## src/rtl/cdb_arbiter.sv

```systemverilog
// ---------------------------------------------------------------------------
// cdb_arbiter
//   Shares the single common data bus (CDB) between result producers
//   (0 = RS/ALU, 1 = LSB, 2 = spare). Each source owns a small FIFO so that
//   producers never need to be back-pressured mid-operation. A round-robin
//   scheduler drains at most one entry per cycle onto a registered CDB
//   broadcast consumed by the ROB, RS and LSB.
//
// Optional feature macro: CDB_BYPASS_EN
//   When defined, a result pushed while every FIFO is empty is sent to the
//   CDB at the same edge (1-cycle latency) instead of being enqueued.
//   When undefined, every result passes through its FIFO (2-cycle latency).
//
// Ports
//   clk_in      in   clock, rising edge
//   rst_in      in   asynchronous active-low reset
//   rdy_in      in   global ready; low freezes all state and ignores pushes
//   clear       in   synchronous flush (mispredict); err_ovf is kept
//   src_valid   in   [N_SRC]        per-source push strobe
//   src_rob_id  in   [N_SRC*ROB_W]  per-source ROB tag, source i at [i*ROB_W +: ROB_W]
//   src_val     in   [N_SRC*32]     per-source result, packed likewise
//   src_full    out  [N_SRC]        registered almost-full; source must stop pushing
//   cdb_req     out  registered CDB valid
//   cdb_rob_id  out  [ROB_W]        registered CDB tag
//   cdb_val     out  [32]           registered CDB value
//   cdb_src     out  [SRC_W]        registered id of the granted source
//   err_ovf     out  sticky flag: a push was dropped on a full FIFO
// ---------------------------------------------------------------------------
`ifndef ROB_INDEX_BIT
`define ROB_INDEX_BIT 4
`endif

module cdb_arbiter #(
  parameter int N_SRC   = 3,
  parameter int Q_DEPTH = 4,
  parameter int ROB_W   = `ROB_INDEX_BIT,
  localparam int SRC_W  = (N_SRC > 1) ? $clog2(N_SRC) : 1
) (
  input  logic                   clk_in,
  input  logic                   rst_in,
  input  logic                   rdy_in,
  input  logic                   clear,
  input  logic [N_SRC-1:0]       src_valid,
  input  logic [N_SRC*ROB_W-1:0] src_rob_id,
  input  logic [N_SRC*32-1:0]    src_val,
  output logic [N_SRC-1:0]       src_full,
  output logic                   cdb_req,
  output logic [ROB_W-1:0]       cdb_rob_id,
  output logic [31:0]            cdb_val,
  output logic [SRC_W-1:0]       cdb_src,
  output logic                   err_ovf
);

  localparam int PTR_W = $clog2(Q_DEPTH);
  localparam int CNT_W = PTR_W + 1;

  // Per-source FIFO bookkeeping
  logic [PTR_W-1:0] head_reg   [N_SRC];
  logic [PTR_W-1:0] tail_reg   [N_SRC];
  logic [CNT_W-1:0] count_reg  [N_SRC];
  logic [CNT_W-1:0] count_next [N_SRC];
  logic [ROB_W-1:0] head_rob   [N_SRC];
  logic [31:0]      head_val   [N_SRC];

  logic [SRC_W-1:0] rr_ptr_reg;
  logic [SRC_W-1:0] rr_next;

  logic [N_SRC-1:0] non_empty;
  logic [N_SRC-1:0] pop_vec;
  logic [N_SRC-1:0] push_ok_vec;
  logic [N_SRC-1:0] drop_vec;
  logic [N_SRC-1:0] byp_take_vec;

  logic             grant_valid;
  logic [SRC_W-1:0] grant_idx;

  logic             sel_valid;
  logic [SRC_W-1:0] sel_idx;
  logic [ROB_W-1:0] sel_rob;
  logic [31:0]      sel_val;

  logic             advance;
  assign advance = rdy_in & ~clear;

  // Round-robin scan over pre-edge occupancy, starting at rr_ptr.
  always_comb begin
    logic [SRC_W:0]   sum;
    logic [SRC_W-1:0] idx;
    grant_valid = 1'b0;
    grant_idx   = '0;
    sum         = '0;
    idx         = '0;
    for (int k = 0; k < N_SRC; k++) begin
      sum = {1'b0, rr_ptr_reg} + (SRC_W+1)'(k);
      if (sum >= (SRC_W+1)'(N_SRC)) sum = sum - (SRC_W+1)'(N_SRC);
      idx = sum[SRC_W-1:0];
      if (!grant_valid && non_empty[idx]) begin
        grant_valid = 1'b1;
        grant_idx   = idx;
      end
    end
  end

`ifdef CDB_BYPASS_EN
  // With every FIFO empty, the round-robin winner among the live pushes
  // skips its FIFO and goes straight to the CDB register.
  logic             byp_valid;
  logic [SRC_W-1:0] byp_idx;

  always_comb begin
    logic [SRC_W:0]   sum;
    logic [SRC_W-1:0] idx;
    byp_valid = 1'b0;
    byp_idx   = '0;
    sum       = '0;
    idx       = '0;
    if (~|non_empty) begin
      for (int k = 0; k < N_SRC; k++) begin
        sum = {1'b0, rr_ptr_reg} + (SRC_W+1)'(k);
        if (sum >= (SRC_W+1)'(N_SRC)) sum = sum - (SRC_W+1)'(N_SRC);
        idx = sum[SRC_W-1:0];
        if (!byp_valid && src_valid[idx]) begin
          byp_valid = 1'b1;
          byp_idx   = idx;
        end
      end
    end
  end
`endif

  // CDB source selection: FIFO head of the granted source, or the bypassed push.
  always_comb begin
    sel_valid = grant_valid;
    sel_idx   = grant_idx;
    sel_rob   = head_rob[grant_idx];
    sel_val   = head_val[grant_idx];
`ifdef CDB_BYPASS_EN
    if (byp_valid) begin
      sel_valid = 1'b1;
      sel_idx   = byp_idx;
      sel_rob   = src_rob_id[byp_idx*ROB_W +: ROB_W];
      sel_val   = src_val[byp_idx*32 +: 32];
    end
`endif
    rr_next = (sel_idx == SRC_W'(N_SRC-1)) ? '0 : sel_idx + 1'b1;
  end

  generate
    for (genvar gi = 0; gi < N_SRC; gi++) begin : g_src
      logic [ROB_W-1:0] rob_mem [Q_DEPTH];
      logic [31:0]      val_mem [Q_DEPTH];
      logic             push_req;

      assign non_empty[gi] = (count_reg[gi] != '0);
      assign pop_vec[gi]   = grant_valid && (grant_idx == SRC_W'(gi));
`ifdef CDB_BYPASS_EN
      assign byp_take_vec[gi] = byp_valid && (byp_idx == SRC_W'(gi));
`else
      assign byp_take_vec[gi] = 1'b0;
`endif
      assign push_req = src_valid[gi] & ~byp_take_vec[gi];
      // A full FIFO still accepts a push when its head leaves in the same cycle.
      assign push_ok_vec[gi] = push_req &&
                               ((count_reg[gi] != CNT_W'(Q_DEPTH)) || pop_vec[gi]);
      assign drop_vec[gi]    = push_req && !push_ok_vec[gi];
      assign count_next[gi]  = count_reg[gi] + CNT_W'(push_ok_vec[gi])
                                             - CNT_W'(pop_vec[gi]);

      // Storage carries no reset; validity is tracked by the counters.
      always_ff @(posedge clk_in) begin
        if (advance && push_ok_vec[gi]) begin
          rob_mem[tail_reg[gi]] <= src_rob_id[gi*ROB_W +: ROB_W];
          val_mem[tail_reg[gi]] <= src_val[gi*32 +: 32];
        end
      end

      assign head_rob[gi] = rob_mem[head_reg[gi]];
      assign head_val[gi] = val_mem[head_reg[gi]];
    end
  endgenerate

  always_ff @(posedge clk_in or negedge rst_in) begin
    if (!rst_in) begin
      for (int i = 0; i < N_SRC; i++) begin
        head_reg[i]  <= '0;
        tail_reg[i]  <= '0;
        count_reg[i] <= '0;
      end
      src_full   <= '0;
      rr_ptr_reg <= '0;
      cdb_req    <= 1'b0;
      cdb_rob_id <= '0;
      cdb_val    <= '0;
      cdb_src    <= '0;
      err_ovf    <= 1'b0;
    end else if (rdy_in) begin
      if (clear) begin
        for (int i = 0; i < N_SRC; i++) begin
          head_reg[i]  <= '0;
          tail_reg[i]  <= '0;
          count_reg[i] <= '0;
        end
        src_full   <= '0;
        rr_ptr_reg <= '0;
        cdb_req    <= 1'b0;
      end else begin
        for (int i = 0; i < N_SRC; i++) begin
          if (push_ok_vec[i]) tail_reg[i] <= tail_reg[i] + PTR_W'(1);
          if (pop_vec[i])     head_reg[i] <= head_reg[i] + PTR_W'(1);
          count_reg[i] <= count_next[i];
          // Asserted one slot early to absorb the push already in flight.
          src_full[i]  <= (count_next[i] >= CNT_W'(Q_DEPTH-1));
        end
        if (|drop_vec) err_ovf <= 1'b1;
        if (sel_valid) begin
          cdb_req    <= 1'b1;
          cdb_rob_id <= sel_rob;
          cdb_val    <= sel_val;
          cdb_src    <= sel_idx;
          rr_ptr_reg <= rr_next;
        end else begin
          cdb_req <= 1'b0;
        end
      end
    end
  end

endmodule

```

## config.mk

```make
export PLATFORM = sky130hd
export DESIGN_NAME = cdb_arbiter
export DESIGN_NICKNAME = d
export VERILOG_FILES = /design/src/rtl/cdb_arbiter.sv
export SDC_FILE = /design/constraint.sdc
export NUM_CORES = 1
export LEC_CHECK = 0
export BUFFER_PORTS_ARGS = -buffer_cell sky130_fd_sc_hd__buf_2
export CAP_MARGIN = 20
export CORE_MARGIN = 5
export CORE_UTILIZATION = 59
export DETAILED_ROUTE_END_ITERATION = 10
export PLACE_DENSITY = 0.87
export SKIP_CTS_REPAIR_TIMING = 1
export SYNTH_ARGS = -nofsm -noshare
export SYNTH_HDL_FRONTEND = slang
export SYNTH_SLANG_ARGS = --single-unit
```

## constraint.sdc

```tcl
create_clock -name clk_in -period 4.11 [get_ports clk_in]
set_input_delay 0.822 -clock clk_in [delete_from_list [all_inputs] [get_ports clk_in]]
set_output_delay 0.822 -clock clk_in [all_outputs]
set_load 0.01 [all_outputs]
```

==> results.md <==
- The run finished with clean final reports.
- STA classifies the critical path startpoint as a register.
- The register-to-register path setup slack is 590 ps.
- The final routed DRC violation total is 0.
- Clock tree synthesis inserted a total of 50 buffers.
- The critical-path cell with the highest stage delay is sky130_fd_sc_hd__o31ai_1.
- The max-capacitance violation count is 0.
- The count of unique library cells instantiated by Yosys is 52.
- Across all layers, the routed design uses 10370 vias.
- The synthesized area divided by synthesized cell count is 19.59 um2.
- After detailed routing, the average wire length per cell comes to 26.03 um.
- The arrival time of the worst setup path is 3950 ps.
- The worst hold slack after final layout is 213.9 ps.
- The congestion estimate from routability-driven global placement came to 0.9307.
- The accumulated negative setup slack is 0 ps.
- The delay contributed by the slowest stage of the critical path is 630 ps.
- The root cell of the clock tree is sky130_fd_sc_hd__clkbuf_16.
- The worst-case IR drop observed on VDD is 524.1 uV.
- The synthesized instance count is 994.
- After synthesis, the share of flip-flops with an asynchronous set or reset is 0.1325.
- The placed wire-length estimate is 27530 um.
- The worst path in the final design needs a cycle of 3522 ps, including I/O delays and setup.
- After detailed routing, the total wire length is 43610 um.
- The clock-pin transition on the worst setup and hold timing paths is 60 ps.
- STA puts the critical path data required time at 4540 ps.
- Pin placement for this block handled 158 I/O pins.
- The die span in y is 191.7 um.
- The number of flip-flops in the largest register is 384.
- The share of the yosys chip area belonging to registers is 0.7512.
- The area of the mapped netlist is 19470 um2.
- The detail route stage leaves a number of antenna-violating nets equal to 0.
- Setup repair after global routing left no endpoint under its margin.
- Counting flops and latches in the post-synthesis netlist gives 498.
- The total number of placement rows is 66.
- The path category of the worst min-delay check is in -> async.
- The die footprint is 36730 um2.
- The effective utilization at floorplan is 0.5984.
- Setup violations remaining at the end of the flow were counted as 0.
- In the finished design, the share of the clock period the worst path needs comes to 0.8570.
- The depth of the most critical reg-to-reg path is 13.
- In this run the tightest slew margin relative to its limit is 0.3108.
- Counting every sink on the clock net gives 498.
- Relative to the synthesized area, the layout overhead comes to 15.32%.
- The wire length of the first global-routing pass is 65210 um.
- The number of hold-slack violations in the final timing report came to 0.
- The cell accounting for the most synthesized area is sky130_fd_sc_hd__edfxtp_1.
- The commonest register cell after synthesis is sky130_fd_sc_hd__edfxtp_1.
- The timing-limited maximum frequency is 283.9 MHz.
- In the routed layout, each cell is associated on average with a via count of 6.189.
- The core region is 32540 um2.
- The largest net degree at the start of global routing is 56.
- The number of levels in the clock H-tree is 2.
- The area share of the largest cell type after synthesis is 0.6663.
- The launch point of the worst reg-to-reg path is rr_ptr_reg[0].
- The number of standard cells in the layout, taps in and fillers out is 1675.
- The first detailed-routing pass ran for 5 iterations.
- The clock insertion delay at the later pin of the skew report is 580 ps.
- The final max-slew violation count is 0.
- The critical path in this run is classified as reg -> reg.
- The remaining global-route overflow is 0.
- The cell leakage power is 7.619 nW.
- TritonCTS built the clock tree.
- The most numerous cell type found on the critical path is sky130_fd_sc_hd__ha_1.
- The count of input and output buffers is 157.
- The via count of the first global-routing pass is 10650.
- Yosys attributes the largest share of cell area to sky130_fd_sc_hd__edfxtp_1, sky130_fd_sc_hd__mux4_2, sky130_fd_sc_hd__dfrtp_1.
- For this run, the share of the core covered by cells in the final layout is 0.6900.
- The net count of the mapped netlist is 1132.
- The largest clock skew in the final design is 22.67 ps.
- The net count of the finished layout is 1322.
- In this run, placement finished with an instance count of 1574.
- The critical path goes through inv_1, ha_1, nor4b_1, o211a_1, o31ai_1, ha_1, inv_1, ha_1, fa_1, xor2_1, and2_1, o21ai_0, o31ai_1.
- The number of violations reported at the end of detailed-routing iteration 0 is 956.
- During synthesis, Yosys emitted a total of 0 warnings.
- For this design the ratio of total power to cell area is 673.1 nW/um2.
- The clock passes through at most 3 buffers.
- In this run the critical register-to-register path is captured at count_reg[2].
- Of all nets on the critical path, the largest fanout is 10.
- The share of cells above drive strength 1 is 0.3276.
- By count the netlist is led by sky130_fd_sc_hd__edfxtp_1, sky130_fd_sc_hd__mux4_2, sky130_fd_sc_hd__dfrtp_1, sky130_fd_sc_hd__nand2_1, sky130_fd_sc_hd__nor2_1.
- The overall track demand over capacity in global routing is 0.2409.
- The initial antenna violation count was 13.
- Measured along the x axis, the die boundary spans 191.7 um.
- The transition time of the tightest slew-check pin is 1034 ps.
- STA classifies the critical path endpoint as a register.
- Counting flops with a built-in enable in the synthesized netlist gives 432.
- Yosys instantiated no cell more often than sky130_fd_sc_hd__edfxtp_1.
-- worst max-delay path, delay by kind of cell (launching register included) --
| kind | cells | cell delay [ps] |
|---|---|---|
| XOR/XNOR | 1 | 200 |
| adder cells (fa/ha/maj) | 4 | 1200 |
| flip-flops | 1 | 380 |
| AO/OA/AOI/OAI | 4 | 1120 |
| AND/OR/NAND/NOR | 2 | 370 |
| buffers and inverters | 2 | 120 |
-- final cells by class --
type,count,area (um2)
flip-flops and latches,498,14630
well taps,442,553.0
fillers,2064,10080
repair buffers,190,1109
clock buffers,68,1369
diodes,9,22.52
clock inverters,24,198.9
inverters,22,82.58
multi-input cells,422,4489
-- worst max path at each step --
stage               cells past startpoint           end  slack (ps)     startpoint
floorplan                              15  count_reg[5]         880  rr_ptr_reg[0]
finish                                 13  count_reg[2]         590  rr_ptr_reg[0]
global placement                       14  count_reg[5]         720  rr_ptr_reg[0]
detailed placement                     13  count_reg[2]         680  rr_ptr_reg[0]
global route                           14  count_reg[5]         420  rr_ptr_reg[0]
CTS                                    13  count_reg[2]         640  rr_ptr_reg[0]
-- logic make-up after synthesis --
group / count (synthesis) / synth area share
flops: 498 / 0.7512
simple gates: 145 / 0.03464
compound gates: 137 / 0.04994
mux: 111 / 0.1265
buf+inv: 74 / 0.01915
fa+ha+maj: 23 / 0.01594
xor+xnor: 6 / 0.002700
-- report_power, final --
group,switching [W],internal [W]
clock network,0.00188,0.00242
logic,0.00264,0.00176
registers,0.000444,0.00597
total,0.00496,0.0102
-- per-stage QoR --
step	total power (W)	worst slack (ps)	instance area (um2)
floorplan	0.009372	883.0	19470
global placement	0.01074	724.8	20860
detailed placement	0.01088	676.2	20860
CTS	0.01521	640.2	22430
global route	0.01577	417.8	22440
finish	0.01511	587.9	22450
-- per-layer routing --
layer / vias to the layer above / track usage / part of all wire
met4: 12 / 0.08398 / 0.034
met3: 91 / 0.05416 / 0.082
met5: - / 0 / 0.0021
met1: 5312 / 0.3301 / 0.38
li1: 4434 / - / -
met2: 517 / 0.3906 / 0.51
-- layout by cell type, fill, tap and decap left out, types with 4 or more instances in the layout --
master	n
sky130_fd_sc_hd__edfxtp_1	432
sky130_fd_sc_hd__buf_2	157
sky130_fd_sc_hd__mux4_2	108
sky130_fd_sc_hd__dfrtp_1	63
sky130_fd_sc_hd__nand2_1	52
sky130_fd_sc_hd__clkbuf_16	50
sky130_fd_sc_hd__nor2_1	46
sky130_fd_sc_hd__a31oi_1	37
sky130_fd_sc_hd__a22oi_1	36
sky130_fd_sc_hd__buf_4	27
sky130_fd_sc_hd__inv_1	22
sky130_fd_sc_hd__ha_1	20
sky130_fd_sc_hd__clkbuf_1	13
sky130_fd_sc_hd__nand2_2	10
sky130_fd_sc_hd__o21ai_0	10
sky130_fd_sc_hd__diode_2	9
sky130_fd_sc_hd__a21oi_1	9
sky130_fd_sc_hd__clkinv_2	9
sky130_fd_sc_hd__and2_1	8
sky130_fd_sc_hd__o211ai_1	7
sky130_fd_sc_hd__buf_12	6
sky130_fd_sc_hd__and2_2	5
sky130_fd_sc_hd__o31ai_1	5
sky130_fd_sc_hd__a211o_1	5
sky130_fd_sc_hd__o22ai_1	5
sky130_fd_sc_hd__clkinv_1	5
sky130_fd_sc_hd__clkbuf_8	5
sky130_fd_sc_hd__nand4_1	4
sky130_fd_sc_hd__and4_2	4
sky130_fd_sc_hd__o21a_1	4
sky130_fd_sc_hd__o2bb2ai_1	4
(Power assumes the default switching activity.)
